### src/rtl/alu_pkg.sv
// Shared definitions for the ALU and its round-robin issue arbiter.
package alu_pkg;

  localparam int DATA_W = 32;

  typedef enum logic [2:0] {
    ALU_AND = 3'b000,
    ALU_OR  = 3'b001,
    ALU_ADD = 3'b010,
    ALU_SUB = 3'b110,
    ALU_SLT = 3'b111
  } alu_op_e;

  typedef struct packed {
    logic zero;
    logic overflow;
    logic carry;
    logic negative;
  } alu_flags_t;

endpackage

### src/rtl/alu.sv
// Purely combinational 32-bit ALU with zero/overflow/carry/negative flags.
module alu
  import alu_pkg::*;
(
  input  logic [DATA_W-1:0] a,
  input  logic [DATA_W-1:0] b,
  input  logic [2:0]        f,
  output logic [DATA_W-1:0] result,
  output alu_flags_t        flags
);

  logic [DATA_W:0] sum;
  logic [DATA_W:0] diff;
  logic            carry;
  logic            overflow;

  assign sum  = {1'b0, a} + {1'b0, b};
  // Subtraction is a + ~b + 1, so carry reads as "no borrow".
  assign diff = {1'b0, a} + {1'b0, ~b} + {{DATA_W{1'b0}}, 1'b1};

  always_comb begin
    result   = '0;
    carry    = 1'b0;
    overflow = 1'b0;
    case (f)
      ALU_AND: result = a & b;
      ALU_OR:  result = a | b;
      ALU_ADD: begin
        result   = sum[DATA_W-1:0];
        carry    = sum[DATA_W];
        overflow = (a[DATA_W-1] == b[DATA_W-1]) && (result[DATA_W-1] != a[DATA_W-1]);
      end
      ALU_SUB: begin
        result   = diff[DATA_W-1:0];
        carry    = diff[DATA_W];
        overflow = (a[DATA_W-1] != b[DATA_W-1]) && (result[DATA_W-1] != a[DATA_W-1]);
      end
      ALU_SLT: result = {{(DATA_W-1){1'b0}}, ($signed(a) < $signed(b))};
      default: result = '0;
    endcase
  end

  always_comb begin
    flags.zero     = (result == '0);
    flags.overflow = overflow;
    flags.carry    = carry;
    flags.negative = result[DATA_W-1];
  end

endmodule

### src/rtl/rr_arbiter.sv
// Combinational round-robin picker: first request at or above ptr, wrapping.
module rr_arbiter #(
  parameter int N_REQ = 4,
  parameter int ID_W  = $clog2(N_REQ)
) (
  input  logic [N_REQ-1:0] req,
  input  logic [ID_W-1:0]  ptr,
  input  logic             en,
  output logic [N_REQ-1:0] gnt,
  output logic [ID_W-1:0]  gnt_id
);

  int   idx;
  logic found;

  always_comb begin
    gnt    = '0;
    gnt_id = '0;
    found  = 1'b0;
    idx    = 0;
    for (int k = 0; k < N_REQ; k++) begin
      idx = int'(ptr) + k;
      if (idx >= N_REQ) idx = idx - N_REQ;
      if (en && !found && req[idx]) begin
        found    = 1'b1;
        gnt[idx] = 1'b1;
        gnt_id   = ID_W'(idx);
      end
    end
  end

endmodule

### src/rtl/alu_arbiter.sv
// Shares one ALU among N_REQ requesters through a two-stage pipeline:
// stage 1 holds the granted operands, stage 2 is the registered response.
module alu_arbiter
  import alu_pkg::*;
#(
  parameter int N_REQ = 4,
  parameter int ID_W  = $clog2(N_REQ)
) (
  input  logic               clk,
  input  logic               reset,
  input  logic [N_REQ-1:0]   req_valid,
  output logic [N_REQ-1:0]   req_ready,
  input  logic [N_REQ*32-1:0] req_a,
  input  logic [N_REQ*32-1:0] req_b,
  input  logic [N_REQ*3-1:0] req_f,
  output logic               rsp_valid,
  input  logic               rsp_ready,
  output logic [ID_W-1:0]    rsp_id,
  output logic [31:0]        rsp_result,
  output logic               rsp_zero,
  output logic               rsp_overflow,
  output logic               rsp_carry,
  output logic               rsp_negative,
  output logic [31:0]        op_count
);

  logic              s1_valid;
  logic [31:0]       s1_a;
  logic [31:0]       s1_b;
  logic [2:0]        s1_f;
  logic [ID_W-1:0]   s1_id;
  logic [ID_W-1:0]   rr_ptr;
  logic              s1_load;
  logic              s2_load;
  logic [N_REQ-1:0]  gnt;
  logic [ID_W-1:0]   gnt_id;
  logic              grant;
  logic [31:0]       alu_result;
  alu_flags_t        alu_flags;

  // rsp_ready reaches req_ready combinationally so a drained slot refills at once.
  assign s2_load = s1_valid && (!rsp_valid || rsp_ready);
  assign s1_load = !s1_valid || s2_load;

  rr_arbiter #(.N_REQ(N_REQ), .ID_W(ID_W)) u_arb (
    .req    (req_valid),
    .ptr    (rr_ptr),
    .en     (s1_load && !reset),
    .gnt    (gnt),
    .gnt_id (gnt_id)
  );

  assign req_ready = gnt;
  assign grant     = |gnt;

  alu u_alu (
    .a      (s1_a),
    .b      (s1_b),
    .f      (s1_f),
    .result (alu_result),
    .flags  (alu_flags)
  );

  always_ff @(posedge clk or posedge reset) begin
    if (reset) begin
      s1_valid <= 1'b0;
      s1_a     <= '0;
      s1_b     <= '0;
      s1_f     <= '0;
      s1_id    <= '0;
      rr_ptr   <= '0;
    end else if (s1_load) begin
      s1_valid <= grant;
      if (grant) begin
        s1_a   <= req_a[32*gnt_id +: 32];
        s1_b   <= req_b[32*gnt_id +: 32];
        s1_f   <= req_f[3*gnt_id +: 3];
        s1_id  <= gnt_id;
        rr_ptr <= (gnt_id == ID_W'(N_REQ - 1)) ? '0 : gnt_id + 1'b1;
      end
    end
  end

  always_ff @(posedge clk or posedge reset) begin
    if (reset) begin
      rsp_valid    <= 1'b0;
      rsp_id       <= '0;
      rsp_result   <= '0;
      rsp_zero     <= 1'b0;
      rsp_overflow <= 1'b0;
      rsp_carry    <= 1'b0;
      rsp_negative <= 1'b0;
      op_count     <= '0;
    end else begin
      if (s2_load) begin
        rsp_valid    <= 1'b1;
        rsp_id       <= s1_id;
        rsp_result   <= alu_result;
        rsp_zero     <= alu_flags.zero;
        rsp_overflow <= alu_flags.overflow;
        rsp_carry    <= alu_flags.carry;
        rsp_negative <= alu_flags.negative;
      end else if (rsp_ready) begin
        rsp_valid <= 1'b0;
      end
      if (rsp_valid && rsp_ready) op_count <= op_count + 32'd1;
    end
  end

endmodule
### config.mk
export PLATFORM = sky130hd
export DESIGN_NAME = alu_arbiter
export DESIGN_NICKNAME = d
export VERILOG_FILES = /design/src/rtl/alu_pkg.sv /design/src/rtl/alu.sv /design/src/rtl/rr_arbiter.sv /design/src/rtl/alu_arbiter.sv
export SDC_FILE = /design/constraint.sdc
export NUM_CORES = 1
export LEC_CHECK = 0
export ABC_AREA = 1
export CAP_MARGIN = 20
export CORE_MARGIN = 4
export CORE_UTILIZATION = 47
export CTS_BUF_LIST = sky130_fd_sc_hd__clkbuf_16
export DETAILED_ROUTE_END_ITERATION = 12
export PLACE_DENSITY = 0.79
export SLEW_MARGIN = 20
export SYNTH_ARGS = -nofsm -noshare
export SYNTH_HDL_FRONTEND = slang
export SYNTH_SLANG_ARGS = --single-unit
### constraint.sdc
create_clock -name clk -period 8.85 [get_ports clk]
set_input_delay 2.2125 -clock clk [delete_from_list [all_inputs] [get_ports clk]]
set_output_delay 2.2125 -clock clk [all_outputs]
set_load 0.01 [all_outputs]
==> flow_summary.rst <==
.. list-table::
   :header-rows: 1

   * - Metric
     - Value
   * - Max-slew headroom at the worst pin
     - 0.3189
   * - Setup clock skew after layout
     - 14.23 ps
   * - Total Wirelength
     - 55890 µm
   * - Power density over cell area
     - 417.8 nW/µm²
   * - Number of enable-type register cells in the synthesized netlist
     - 0
   * - RSZ-0062 raised after global routing
     - no
   * - Pleak
     - roughly 10 nW
   * - Count of cells along the worst hold path
     - 2
   * - Worst Setup Start Kind
     - input port
   * - Vias after detailed routing
     - 17053
   * - Number of storage elements in the synthesis netlist
     - 142
   * - Root buffer cell
     - clkbuf_16
   * - WS Path Type
     - input port to output pin
   * - RD Place Congestion
     - about 1
   * - Clock transition at path regs
     - 60 ps
   * - Sequential-to-total area share from yosys stat
     - 0.2356
   * - Run status
     - finished, final reports clean
   * - Height of the die
     - 187.2 µm
   * - Sum of net half-perimeters after detailed placement
     - 45080 µm
   * - Count of boundary I/O pins
     - 350
   * - DR DRC count
     - 0
   * - Cell area after technology mapping
     - 15080 µm²
   * - TritonCTS sink count
     - 142
   * - Maximum buffer depth of the clock tree
     - 2
   * - Fraction of layout cells with a size suffix above 1
     - 0.02159
   * - Leading register cell type out of synthesis
     - dfrtp_1
   * - Area growth from synthesis to final layout
     - 28.24%
   * - Pins Over Slew Limit
     - 0
   * - Port Buffer Count
     - ~350
   * - Highest achievable clock rate
     - 0.1450 GHz
   * - Footprint of the flip-flops and latches
     - 3553 µm²
   * - Number of violations of the max-capacitance limit
     - 0
   * - Clock latency of the later-clocked register in the worst-skew pair
     - 440 ps
   * - Synth Area per Inst
     - 5.929 µm²
   * - Worst path arrival time
     - 4690 ps
   * - Synthesis warning total
     - 0
   * - Area of the multi-input gates
     - 9457 µm²
   * - Quantity of hold-fixing buffers added after cts
     - 0
   * - Die span in x
     - 187.2 µm
   * - Num CTS Buffers
     - 17
   * - Launch point of the worst hold path
     - rsp_result[10]
   * - Endpoint, Worst Hold
     - rsp_result[10]
   * - Largest net degree at the start of global routing
     - just over 200
   * - Die Area
     - 35030 µm²
   * - Number of endpoints failing setup at the final stage
     - 0
   * - Post-route fraction of the period consumed by the critical path
     - 0.7795
   * - Antenna violations before repair
     - 5
   * - Worst IR Drop VDD
     - 0.0002687 V
   * - Post-place setup slack
     - roughly 2000 ps
   * - Final nets
     - 3197
   * - Routed wire per std cell
     - 17.29 µm
   * - Number of global-route vias before repair
     - between 15000 and 20000
   * - Number of cells traversed by the worst register-to-register path
     - 17
   * - CP endpoint kind
     - output pin
   * - Vias per inst
     - around 5.3
   * - Register-to-register path setup slack
     - 4290 ps
   * - Setup WS post-layout
     - 1951 ps
   * - R2r endpoint
     - s1_b[6]
   * - Maximum level of the CTS H-tree
     - 4
   * - Iteration count of the initial detailed-routing pass
     - 5
   * - Count of cells resized by post-cts repair
     - 0
   * - Placeable core region
     - roughly 32000 µm²
   * - Number of rows created at floorplan
     - 65
   * - Filler cell count in the final layout
     - approximately 3000
   * - GR Overflow Total
     - 0
   * - Class of the most critical hold timing path
     - flip-flop to flip-flop
   * - Data required time of the worst path
     - 6640 ps
   * - Highest fanout seen on the critical path
     - 37
   * - Unique cell type count in the Yosys netlist
     - 44
   * - Gate count of the mapped netlist
     - 2544
   * - CTS tree
     - done
   * - First-pass GRT wire length
     - 87330 µm
   * - Setup Total Neg Slack
     - 0 ps
   * - Final Hold Violating Endpoints
     - 0
   * - Async S/R FF share, synth
     - 1.000
   * - Minimum clock period after layout
     - 6899 ps
   * - Syn_nets
     - 2928
   * - Initial core utilization
     - 0.4768
   * - First-iteration detailed-routing DRC count
     - about 1200
   * - GR Util All Layers
     - 0.3103
   * - Post-CTS setup-driven buffer insertion count
     - 0
   * - Slew at the pin with the worst max-slew slack
     - 1022 ps
   * - Detail Route Antenna Nets
     - 0
area by class of cell:
class	instances	area share
Timing Repair Buffer	361	0.1873
Clock buffer	17	0.02199
Multi-Input combinational cell	1873	0.4888
Tap cell	402	0.02600
Clock inverter	14	0.009961
Antenna cell	5	0.0006468
Inverter	418	0.08156
Sequential cell	142	0.1837
worst max-delay path: stages:
cell and delay, ps:
clkdlybuf4s50_1 470, inv_6 280, o21ai_1 250, inv_1 160
nand3_2 140, inv_2 80, nand2_2 130, inv_2 110
nand2_1 50, o2111ai_1 140, clkdlybuf4s50_1 620
per-stage QoR:
stage               utilization  instances  total power [mW]  instance area [µm²]  hold WS, ps
detailed placement       0.5898       3194             7.166                18660        460.0
global placement         0.5898       3194             7.081                18660        461.3
global route             0.6115       3232             8.913                19340        499.0
floorplan                     -       2544             5.475                15080        460.1
CTS                      0.6093       3225             7.987                19280        478.4
finish                   0.6115       3232             8.083                19340        476.9
cell families after synthesis:
| kind of cell | count (synthesis) | synth area share |
|---|---|---|
| AOI/OAI and AO/OA | 288 | 0.1242 |
| buffers and inverters | 529 | 0.1391 |
| DFF | 142 | 0.2356 |
| and+or+nand+nor | 1442 | 0.3900 |
| adders and majority gates | 109 | 0.09141 |
| xor gates and xnor gates | 34 | 0.01974 |
cells in the mapped netlist (9+ instances only):
cell type,count,share of area
buf_4,13,0.0065
nand3_1,211,0.070
nand3b_1,12,0.0060
nor2_1,163,0.041
nand2_1,987,0.25
xor2_1,25,0.015
nand4_1,26,0.011
clkbuf_1,52,0.013
o21ai_0,42,0.014
a21o_1,68,0.034
a21oi_1,61,0.020
dfrtp_1,142,0.24
o211ai_1,69,0.034
buf_2,37,0.012
inv_1,413,0.10
xnor2_1,9,0.0052
ha_1,107,0.089
nor3_1,26,0.0086
o22ai_1,28,0.012
flip-flops by register name, summed over array words and instances (netlist names), named ones only:
register and count:
rsp_overflow 1, rr_ptr 1, rsp_carry 1, rsp_id 2
op_count 32, rsp_zero 1, rsp_result 32, s1_f 3
rsp_valid 1, s1_b 32, s1_valid 1, s1_a 32
s1_id 2
placed cells by master, fill, tap and decap left out, types with 3 or more instances in the layout:
| cell | count |
|---|---|
| xnor2_1 | 9 |
| o211ai_1 | 69 |
| dfrtp_1 | 142 |
| clkdlybuf4s50_1 | 349 |
| nand4_1 | 26 |
| a21oi_1 | 61 |
| o21bai_1 | 3 |
| ha_1 | 107 |
| diode_2 | 5 |
| inv_6 | 7 |
| bufinv_16 | 3 |
| xor2_1 | 25 |
| inv_1 | 412 |
| nor3_1 | 26 |
| o21ai_1 | 8 |
| o22ai_1 | 28 |
| inv_8 | 3 |
| nor4_1 | 4 |
| buf_4 | 10 |
| nand3_1 | 211 |
| a21o_1 | 68 |
| o21ai_0 | 42 |
| clkbuf_16 | 17 |
| nand2_1 | 986 |
| nor2_1 | 163 |
| nand3b_1 | 12 |
| and2_1 | 4 |
how the worst max path moves through the flow:
| stage | startpoint | endpoint | slack [ps] | cells past startpoint |
|---|---|---|---|---|
| after floorplan | reset | req_ready[3] | 240 | 9 |
| after global placement | reset | req_ready[1] | 1970 | 11 |
| after detailed placement | reset | req_ready[3] | 1950 | 11 |
| after CTS | reset | req_ready[1] | 1940 | 11 |
| after global routing | reset | req_ready[3] | 1720 | 11 |
| final | reset | req_ready[3] | 1950 | 11 |
power by group:
group / total (mW) / switching (mW) / internal (mW)
Sequential: 1.18 / 0.270 / 0.912
Clock: 0.779 / 0.326 / 0.453
Combinational: 6.12 / 4.14 / 1.99
Total: 8.08 / 4.73 / 3.35
metal layers:
| layer | GRT usage | up-vias | wire, µm |
|---|---|---|---|
| li1 | - | 8485 | - |
| met1 | 0.4148 | 7845 | 24520 |
| met2 | 0.5154 | 618 | 25920 |
| met3 | 0.04517 | 105 | 3490 |
| met4 | 0.1078 | 0 | 1955 |
| met5 | 0 | - | 0 |
No activity file was read; power rests on OpenSTA's default activity.
